## config.mk

```make
export PLATFORM = sky130hd
export DESIGN_NAME = fetch_redirect_unit
export DESIGN_NICKNAME = d
export VERILOG_FILES = /design/src/rtl/fetch_pkg.sv /design/src/rtl/flush_timer.sv /design/src/rtl/fetch_redirect_unit.sv
export SDC_FILE = /design/constraint.sdc
export NUM_CORES = 1
export LEC_CHECK = 0
export CAP_MARGIN = 0
export CORE_MARGIN = 2
export CORE_UTILIZATION = 55
export CTS_CLUSTER_SIZE = 30
export DETAILED_ROUTE_END_ITERATION = 10
export PLACE_DENSITY_LB_ADDON = 0.25
export SYNTH_ARGS = -nofsm -noshare
export SYNTH_HDL_FRONTEND = slang
export SYNTH_HIERARCHICAL = 1
export SYNTH_SLANG_ARGS = --single-unit
```

## constraint.sdc

```tcl
create_clock -name clk -period 3.9 [get_ports clk]
set_clock_uncertainty 0.15 [all_clocks]
set_input_delay 1.17 -clock clk [delete_from_list [all_inputs] [get_ports clk]]
set_output_delay 1.17 -clock clk [all_outputs]
set_load 0.005 [all_outputs]
```

## src/rtl/fetch_pkg.sv

```systemverilog
// Shared types and constants for the fetch redirect unit and its bench.
package fetch_pkg;

    typedef enum logic [1:0] {
        ST_BOOT  = 2'd0,
        ST_FETCH = 2'd1,
        ST_FLUSH = 2'd2
    } fetch_state_e;

    localparam logic [31:0] PC_STEP        = 32'd4;
    localparam logic [6:0]  INSTR_B_OPCODE = 7'b1100011;
    localparam logic [6:0]  INSTR_J_OPCODE = 7'b1101111;

    function automatic logic is_word_aligned(input logic [31:0] addr);
        return (addr[1:0] == 2'b00);
    endfunction

endpackage

```

## src/rtl/flush_timer.sv

```systemverilog
// Down-counter that times the squash window after a fetch redirect.
module flush_timer #(
    parameter int unsigned CYCLES = 2
) (
    input  logic clk,
    input  logic reset,
    input  logic load_i,
    input  logic dec_i,
    output logic zero_o,
    output logic last_o
);

    localparam int unsigned W = $clog2(CYCLES + 1);

    logic [W-1:0] cnt_d;
    logic [W-1:0] cnt_q;

    // Next count: load wins over decrement; never wraps below zero.
    always_comb begin
        cnt_d = cnt_q;
        if (load_i) begin
            cnt_d = W'(CYCLES);
        end else if (dec_i && (cnt_q != {W{1'b0}})) begin
            cnt_d = cnt_q - {{(W-1){1'b0}}, 1'b1};
        end else begin
            cnt_d = cnt_q;
        end
    end

    // Count register.
    always_ff @(posedge clk) begin
        if (!reset) begin
            cnt_q <= {W{1'b0}};
        end else begin
            cnt_q <= cnt_d;
        end
    end

    assign zero_o = (cnt_q == {W{1'b0}});
    assign last_o = (cnt_q == W'(1));

endmodule

```

## src/rtl/fetch_redirect_unit.sv

```systemverilog
// Fetch PC owner: sequential imem requests, taken-branch redirect with
// wrong-path squash, misalignment reporting and a taken-redirect counter.
module fetch_redirect_unit
    import fetch_pkg::*;
#(
    parameter logic [31:0] RESET_PC     = 32'h0000_0000,
    parameter int unsigned FLUSH_CYCLES = 2,
    parameter int unsigned CNT_W        = 16
) (
    input  logic             clk,
    input  logic             reset,
    input  logic             stall_i,
    input  logic             br_valid_i,
    input  logic             br_taken_i,
    input  logic [31:0]      br_target_i,
    output logic             imem_req_o,
    output logic [31:0]      imem_addr_o,
    input  logic             imem_gnt_i,
    output logic [31:0]      pc_o,
    output logic             fetch_valid_o,
    output logic             flush_o,
    output logic             misalign_o,
    output logic [CNT_W-1:0] taken_cnt_o
);

    fetch_state_e     state_d, state_q;
    logic [31:0]      pc_d, pc_q;
    logic [31:0]      pc_out_d, pc_out_q;
    logic [31:0]      pend_tgt_d, pend_tgt_q;
    logic             pend_vld_d, pend_vld_q;
    logic             req_d, req_q;
    logic             fv_d, fv_q;
    logic             flush_d, flush_q;
    logic             mis_d, mis_q;
    logic [CNT_W-1:0] cnt_d, cnt_q;

    logic             granted_s;
    logic             outstanding_s;
    logic             br_hit_s;
    logic             tgt_ok_s;
    logic             apply_s;
    logic [31:0]      apply_tgt_s;
    logic             timer_load_s;
    logic             timer_dec_s;
    logic             timer_zero_s;
    logic             timer_last_s;

    flush_timer #(
        .CYCLES (FLUSH_CYCLES)
    ) u_flush_timer (
        .clk    (clk),
        .reset  (reset),
        .load_i (timer_load_s),
        .dec_i  (timer_dec_s),
        .zero_o (timer_zero_s),
        .last_o (timer_last_s)
    );

    assign granted_s     = req_q & imem_gnt_i;
    assign outstanding_s = req_q & ~imem_gnt_i;
    // EX only carries real branches while fetching; BOOT/FLUSH see bubbles.
    assign br_hit_s      = (state_q == ST_FETCH) & br_valid_i & br_taken_i;
    assign tgt_ok_s      = is_word_aligned(br_target_i);

    // Redirect selection: a fresh aligned target applies unless a request is
    // still waiting for grant, in which case it parks until that grant.
    always_comb begin
        apply_s     = 1'b0;
        apply_tgt_s = br_target_i;
        pend_vld_d  = pend_vld_q;
        pend_tgt_d  = pend_tgt_q;
        if (br_hit_s && tgt_ok_s && !outstanding_s) begin
            apply_s     = 1'b1;
            apply_tgt_s = br_target_i;
        end else if (br_hit_s && tgt_ok_s) begin
            pend_vld_d  = 1'b1;
            pend_tgt_d  = br_target_i;
        end else if (pend_vld_q && granted_s) begin
            apply_s     = 1'b1;
            apply_tgt_s = pend_tgt_q;
        end else begin
            apply_s     = 1'b0;
        end
        if (apply_s) begin
            pend_vld_d = 1'b0;
        end else begin
            pend_vld_d = pend_vld_d;
        end
    end

    // Next-state, PC and request logic.
    always_comb begin
        state_d      = state_q;
        pc_d         = pc_q;
        pc_out_d     = pc_out_q;
        req_d        = req_q;
        fv_d         = 1'b0;
        mis_d        = br_hit_s & ~tgt_ok_s;
        cnt_d        = cnt_q;
        timer_load_s = 1'b0;
        timer_dec_s  = 1'b0;
        case (state_q)
            ST_BOOT: begin
                state_d = ST_FETCH;
                req_d   = ~stall_i;
            end
            ST_FETCH, ST_FLUSH: begin
                if (state_q == ST_FLUSH) begin
                    timer_dec_s = 1'b1;
                    // A zero count in FLUSH is unreachable; leave rather than hang.
                    if (timer_last_s || timer_zero_s) begin
                        state_d = ST_FETCH;
                    end else begin
                        state_d = ST_FLUSH;
                    end
                end else begin
                    state_d = ST_FETCH;
                end
                if (apply_s) begin
                    pc_d         = apply_tgt_s;
                    state_d      = ST_FLUSH;
                    timer_load_s = 1'b1;
                    req_d        = ~stall_i;
                    if (cnt_q != {CNT_W{1'b1}}) begin
                        cnt_d = cnt_q + {{(CNT_W-1){1'b0}}, 1'b1};
                    end else begin
                        cnt_d = cnt_q;
                    end
                end else if (granted_s) begin
                    fv_d     = 1'b1;
                    pc_out_d = pc_q;
                    pc_d     = pc_q + PC_STEP;
                    req_d    = ~stall_i;
                end else if (outstanding_s) begin
                    req_d = 1'b1;
                end else begin
                    req_d = ~stall_i;
                end
            end
            default: begin
                state_d = ST_BOOT;
                req_d   = 1'b0;
            end
        endcase
        flush_d = (state_d == ST_FLUSH);
    end

    // State and output registers.
    always_ff @(posedge clk) begin
        if (!reset) begin
            state_q    <= ST_BOOT;
            pc_q       <= RESET_PC;
            pc_out_q   <= RESET_PC;
            pend_tgt_q <= 32'h0000_0000;
            pend_vld_q <= 1'b0;
            req_q      <= 1'b0;
            fv_q       <= 1'b0;
            flush_q    <= 1'b0;
            mis_q      <= 1'b0;
            cnt_q      <= {CNT_W{1'b0}};
        end else begin
            state_q    <= state_d;
            pc_q       <= pc_d;
            pc_out_q   <= pc_out_d;
            pend_tgt_q <= pend_tgt_d;
            pend_vld_q <= pend_vld_d;
            req_q      <= req_d;
            fv_q       <= fv_d;
            flush_q    <= flush_d;
            mis_q      <= mis_d;
            cnt_q      <= cnt_d;
        end
    end

    assign imem_req_o    = req_q;
    assign imem_addr_o   = pc_q;
    assign pc_o          = pc_out_q;
    assign fetch_valid_o = fv_q;
    assign flush_o       = flush_q;
    assign misalign_o    = mis_q;
    assign taken_cnt_o   = cnt_q;

endmodule

```

==> results of run 1 <==
[cells by family (layout without fill, tap and decap cells)]
group	after synthesis	in the layout	share of synthesized area [%]
flip-flops	121	121	41.93
buffers and inverters	56	178	3.899
XOR/XNOR	3	3	0.4549
multiplexers	9	9	1.560
adder cells (fa/ha/maj)	8	8	1.733
AND/OR/NAND/NOR	291	291	23.91
AO/OA/AOI/OAI	209	209	26.51
[cell type report]
type	count	area share [%]
repair buffers	137	17.35
clock buffers	22	5.794
multi-input cells	520	41.15
inverters	10	0.4910
flip-flops and latches	121	31.69
clock inverters	9	1.309
well taps	136	2.226
[worst min-delay path by stage]
stage | from | end | slack (ps) | depth (start not counted)
final | pend_tgt_q[16] | pend_tgt_q[16] | 310 | 2
after global routing | pc_o[18] | pc_o[18] | 330 | 2
after CTS | pend_tgt_q[27] | pend_tgt_q[27] | 320 | 2
after detailed placement | pend_tgt_q[27] | pend_tgt_q[27] | 310 | 2
after global placement | pend_tgt_q[18] | pend_tgt_q[18] | 300 | 2
after floorplan | pend_tgt_q[18] | pend_tgt_q[18] | 290 | 2
[worst max-delay path: stages]
cell and delay (ps):
clkdlybuf4s50_1 430, nor4b_1 590, a21oi_2 190, nor2_2 510, buf_4 340, nand2_1 80
a21boi_0 180
[registers in the layout, summed over array words and instances, names as in the netlist]
signal	count
flush_o	1
fetch_valid_o	1
pend_vld_q	1
state_q	2
imem_addr_o	32
u_flush_timer/cnt_q	2
pc_o	32
imem_req_o	1
misalign_o	1
pend_tgt_q	32
taken_cnt_o	16
[metal layers]
layer | global-route usage (%) | vias to the layer above
met3 | 5.763 | 24
met4 | 9.555 | 0
met2 | 46.25 | 317
li1 | - | 2751
met1 | 41.76 | 2719
met5 | 0 | -
[power by group]
| group | internal, mW | switching, mW | leakage (nW) | total (mW) |
|---|---|---|---|---|
| registers | 1.24 | 0.00841 | 0.975 | 1.25 |
| clock network | 0.915 | 0.534 | 0.264 | 1.45 |
| logic | 0.0690 | 0.0748 | 1.32 | 0.144 |
| total | 2.23 | 0.617 | 2.55 | 2.84 |
[cell usage in the layout, fill, tap and decap left out, types with 16 or more instances in the layout]
| cell type | netlist | final |
|---|---|---|
| clkdlybuf4s50_1 | 0 | 120 |
| dfxtp_1 | 121 | 121 |
| a21oi_1 | 26 | 25 |
| nand3_1 | 22 | 22 |
| nor2_1 | 21 | 20 |
| buf_4 | 0 | 16 |
| a21boi_0 | 65 | 65 |
| clkbuf_16 | 0 | 16 |
| nand2_1 | 167 | 167 |
| o21ai_0 | 20 | 20 |
[metrics by stage]
step                hold slack, ps  cell area (um^2)  std cells  total power [mW]  utilization (%)
floorplan                    292.8              5777        697             1.342                -
global placement             298.8              7102        924             1.414            69.10
detailed placement           307.1              7102        924             1.418            69.10
CTS                          315.0              7645        955             2.857            74.39
global route                 333.8              7645        955             2.917            74.39
finish                       313.2              7645        955             2.844            74.39
==> impl_results.md, run 1 <==
- Synth area leader: dfxtp_1
- Synthesized Nets: 743
- Worst VDD drop: roughly 0.27 mV
- Leak: between 2 and 3 nW
- TritonRoute pass-1 iters: 5
- Synth area leaders: dfxtp_1, nand2_1, a21boi_0
- Die width: around 110 um
- Detail Placement HPWL: ~12000 um
- Status: completed
- Crit end category: flop
- WL met1: just over 7000 um
- Seq/Total Area, Yosys: roughly two fifths
- Synth top area share: about two fifths
- FF-to-FF setup slack: 960 ps
- Crit path time final: approximately 3200 ps
- Die height: 106.5 um
- RD Place Congestion: a little over 0.9
- FF-to-FF Start: state_q[0]
- Number of flops mapped to enable cells by yosys: 0
- Ant diodes: 0
- Tot GR Track Use: between 20% and 30%
- DRC errors left: 0
- Most frequent cell after synthesis: nand2_1
- Max Buffers Root-to-Sink: 2
- Worst-margin pin slew: around 770 ps
- Worst Path Arrival: between 3000 and 4000 ps
- Largest net degree at the start of global routing: 47
- Metal3 WL: 1491 um
- Vias: just under 6k
- Post-synth top cells: nand2_1, dfxtp_1, a21boi_0
- RSZ-0062 raised after global routing: no
- Vias per cell: ~6.1
- Num CTS Buffers: 17
- Gr ovfl total: 0
- Port Buffers: ~120
- CTS tree: built
- Max cap viols: 0
- Top routing layer used: met4
- Ports: 122
- Vias in the first global route: ~5.4k
- Rows: 37
- Cell Pwr Density: about 370 nW/um^2
- Final period utilization: between 80% and 90%
- Setup repair bufs after CTS: 0
- Final WL: roughly 17000 um
- Max-slew headroom: 48.62%
- Setup ws final: around 680 ps
- Met2 Wirelength: 7689 um
- CP endpoint: pc_o[27]
- Achievable frequency: 0.3110 GHz
- Share of cells above drive strength 1: slightly below 8%
- Final setup fails: 0
- Final hold violations: 0
- Critical Path Fanout Max: 20
- Core area: slightly above 10000 um^2
- Synth Flop Type: dfxtp_1
- Cell count after synthesis: between 600 and 700
- FILL cells: 785
- Mapped Area: roughly 5800 um^2
- Routed Antenna Nets: 0
- Multi-input logic area: 3146 um^2
- Post-synthesis async set-or-reset flop share: 0%
- H-tree depth: 4
- Full die area: 11340 um^2
- First-pass GRT wire length: between 20000 and 30000 um
- Layout area overhead: 32.34%
- Yosys warning total: 6
- Worst hold path class: reg -> reg
- Initial antenna violation count: 0
- Root Buffer: clkbuf_8
- Nets: ~850
- Worst flop-to-flop path endpoint: pc_o[27]
- Cts hold-fix bufs: 0
- Critical path launch point: br_target_i[0]
- Setup_tns: 0 ps
- Setup Crit Path Kind: in -> reg
- Avg Inst Size Synth: 8.288 um^2
- Critical path required time: roughly 4200 ps
- TritonCTS Sinks: ~120
- Routed len/inst: ~17 um
- Worst r2r path cells: 8
- Startpoint Class: input port
- Starting density of the core: between 50% and 60%
- # resized after CTS: 0
- Slew Limit Fails: 0
- Initial DRC Count: ~730
- FF/Latch Area: roughly 2400 um^2
- Insertion delay to the later sink of the worst-skew pair: approximately 520 ps
- Synth unique cells: between 60 and 70
- Clock transition time at the flip-flop clock pins of the worst setup and hold paths: 60 ps
- Yosys reg bits: ~120
- Post-Place Setup Slack: about 210 ps
(Power assumes the default switching activity.)
==> inputs of run 2 (changes only) <==
CORE_UTILIZATION = 51   (was 55)
clock period = 3.1 ns   (was 3.9 ns; I/O delays follow)
==> impl_results.md, run 2 (same netlist as run 1, synthesis figures left out) <==
- Layout area overhead: 37.17%
- Insertion delay to the later sink of the worst-skew pair: 410 ps (-110 ps)
- Initial antenna violation count: 0 (unchanged)
- First-pass GRT wire length: 27610 um (+3.1%)
- Clock power frac: 52.9% (+2.0 points)
- Crit path time final: ~2800 ps
- FILL cells: 844 (+7.5%)
- Tot Pwr: 3.764 mW (+32%)
- Hold_ws: 311.4 ps (-1.743 ps)
- Worst VDD drop: 0.2539 mV (-5.1%)
- Slew Limit Fails: 0 (unchanged)
- Clock transition time at the flip-flop clock pins of the worst setup and hold paths: 60 ps (about the same)
- Status: completed
- CP max-delay cell: clkdlybuf4s50_1
- H-tree depth: 4 (unchanged)
- Port Buffers: 121 (unchanged)
- Die height: 110.4 um (+3.7%)
- Multi-input logic area: 3152 um^2 (+0.20%)
- # resized after CTS: 0 (unchanged)
- Share of cells above drive strength 1: 9.785% (+2.1 points)
- Vias: 5887 (+1.3%)
- Max Buffers Root-to-Sink: 2 (unchanged)
- FF/Latch Area: 2422 um^2 (unchanged)
- Net Switching: 0.7773 mW (+26%)
- Final hold violations: 0 (unchanged)
- Achievable frequency: 0.3569 GHz
- Tot GR Track Use: 27.47% (-2.3 points)
- Leading cell type in the layout, fill and taps excluded: nand2_1
- Max cap viols: 0 (unchanged)
- Root Buffer: clkbuf_16
- Leak: 2.693 nW (+5.4%)
- Worst hold path class: reg -> reg
- Critical Path Max Stage Delay: 450 ps (-140 ps)
- Worst-margin pin slew: 781.2 ps (+12.41 ps)
- Cell Pwr Density: 475.0 nW/um^2 (+28%)
- Post-Place Setup Slack: -154.4 ps (-363.6 ps)
- Full die area: 12190 um^2 (+7.5%)
- Rows: 38 (+2.7%)
- Crit end category: flop
- Final period utilization: approximately 90%
- DRC errors left: 0 (unchanged)
- Critical Path Fanout Max: 7 (-65%)
- Setup ws final: 298.5 ps (-385.8 ps)
- RSZ-0062 raised after global routing: no
- CP cell instances: clkdlybuf4s50_1 > or2_1 > o31ai_4 > buf_4 > nand4_1 > or3_1 > a21boi_1
- Final WL: 16670 um (+0.69%)
- Flop pwr share: 41.8% (-2.2 points)
- Routed len/inst: 17.05 um (-1.7%)
- Nets: 871 (+2.1%)
- Largest net degree at the start of global routing: 56 (+19%)
- CTS tree: built
- Die width: 110.4 um (+3.7%)
- Max-slew headroom: 47.92% (-0.70 points)
- Sw frac: 20.65% (-1.1 points)
- Cts hold-fix bufs: 0 (unchanged)
- Routed Antenna Nets: 0 (unchanged)
- Initial DRC Count: 519 (-29%)
- TritonRoute pass-1 iters: 6 (+1)
- Detail Placement HPWL: 11620 um (-0.91%)
- TritonCTS Sinks: 121 (unchanged)
- Ant diodes: 0 (unchanged)
- Setup Crit Path Kind: in -> reg
- Gate power share: 5.2% (about the same)
- Most frequent cells in the layout: nand2_1, dfxtp_1, clkdlybuf4s50_1
- Critical path required time: 3290 ps (-900 ps)
- Num CTS Buffers: 17 (unchanged)
- Starting density of the core: 52.83% (-3.4 points)
- Internal power: 2.987 mW (+34%)
- Ports: 122 (unchanged)
- Worst Path Arrival: 3000 ps (-500 ps)
- Gr ovfl total: 0 (unchanged)
- Area post-placement: 7317 um^2 (+3.0%)
- RD Place Congestion: 0.9222 (-0.85%)
- Final setup fails: 0 (unchanged)
- Vias per cell: 6.019 (-1.1%)
- Startpoint Class: input port
- Post-route cell area: 7924 um^2 (+3.6%)
- Core area: 10940 um^2 (+6.4%)
- Setup repair bufs after CTS: 0 (unchanged)
- Vias in the first global route: 5509 (+2.8%)
## run 2: cell type report
class,instances,share of cell area (%)
multi-input cells,520,39.78
repair buffers,155,19.39
clock buffers,25,6.127
flip-flops and latches,121,30.57
clock inverters,7,1.453
inverters,10,0.4737
well taps,140,2.211
## run 2: final timing paths
| path | cells after the start | slack (ps) | endpoint | startpoint |
|---|---|---|---|---|
| worst max-delay path | 7 | 300 | taken_cnt_o[14] | br_target_i[0] |
| worst min-delay path | 2 | 310 | pc_o[2] | pc_o[2] |
| worst max register to register | 10 | 440 | pc_o[30] | state_q[0] |
| worst min register to register | 2 | 310 | pc_o[2] | pc_o[2] |
## run 2: critical path, delay by kind of cell
family / cells / cell delay, ps
and+or+nand+nor: 3 / 960
buffers and inverters: 2 / 640
AOI/OAI and AO/OA: 2 / 460
## run 2: per-layer routing
metal	share of wire, %	track usage, %
met1	45	38.50
met2	45	41.51
met3	8.0	7.519
met4	1.7	8.083
met5	0	0
## run 2: metrics by stage
step                instances  utilization [%]  setup TNS (ps)
finish                    978            72.46               0
global route              978            72.46               0
CTS                       978            72.40               0
detailed placement        946            66.91           -3580
global placement          946            66.91          -118.4
floorplan                 697                -               0
## run 2: power by group through the flow
stage	registers (mW)	logic, mW	clock network (mW)
final	1.58	0.196	1.99
after global routing	1.57	0.209	2.10
after CTS	1.57	0.193	2.01
after detailed placement	1.61	0.192	0
after global placement	1.61	0.187	0
after floorplan	1.60	0.0845	0
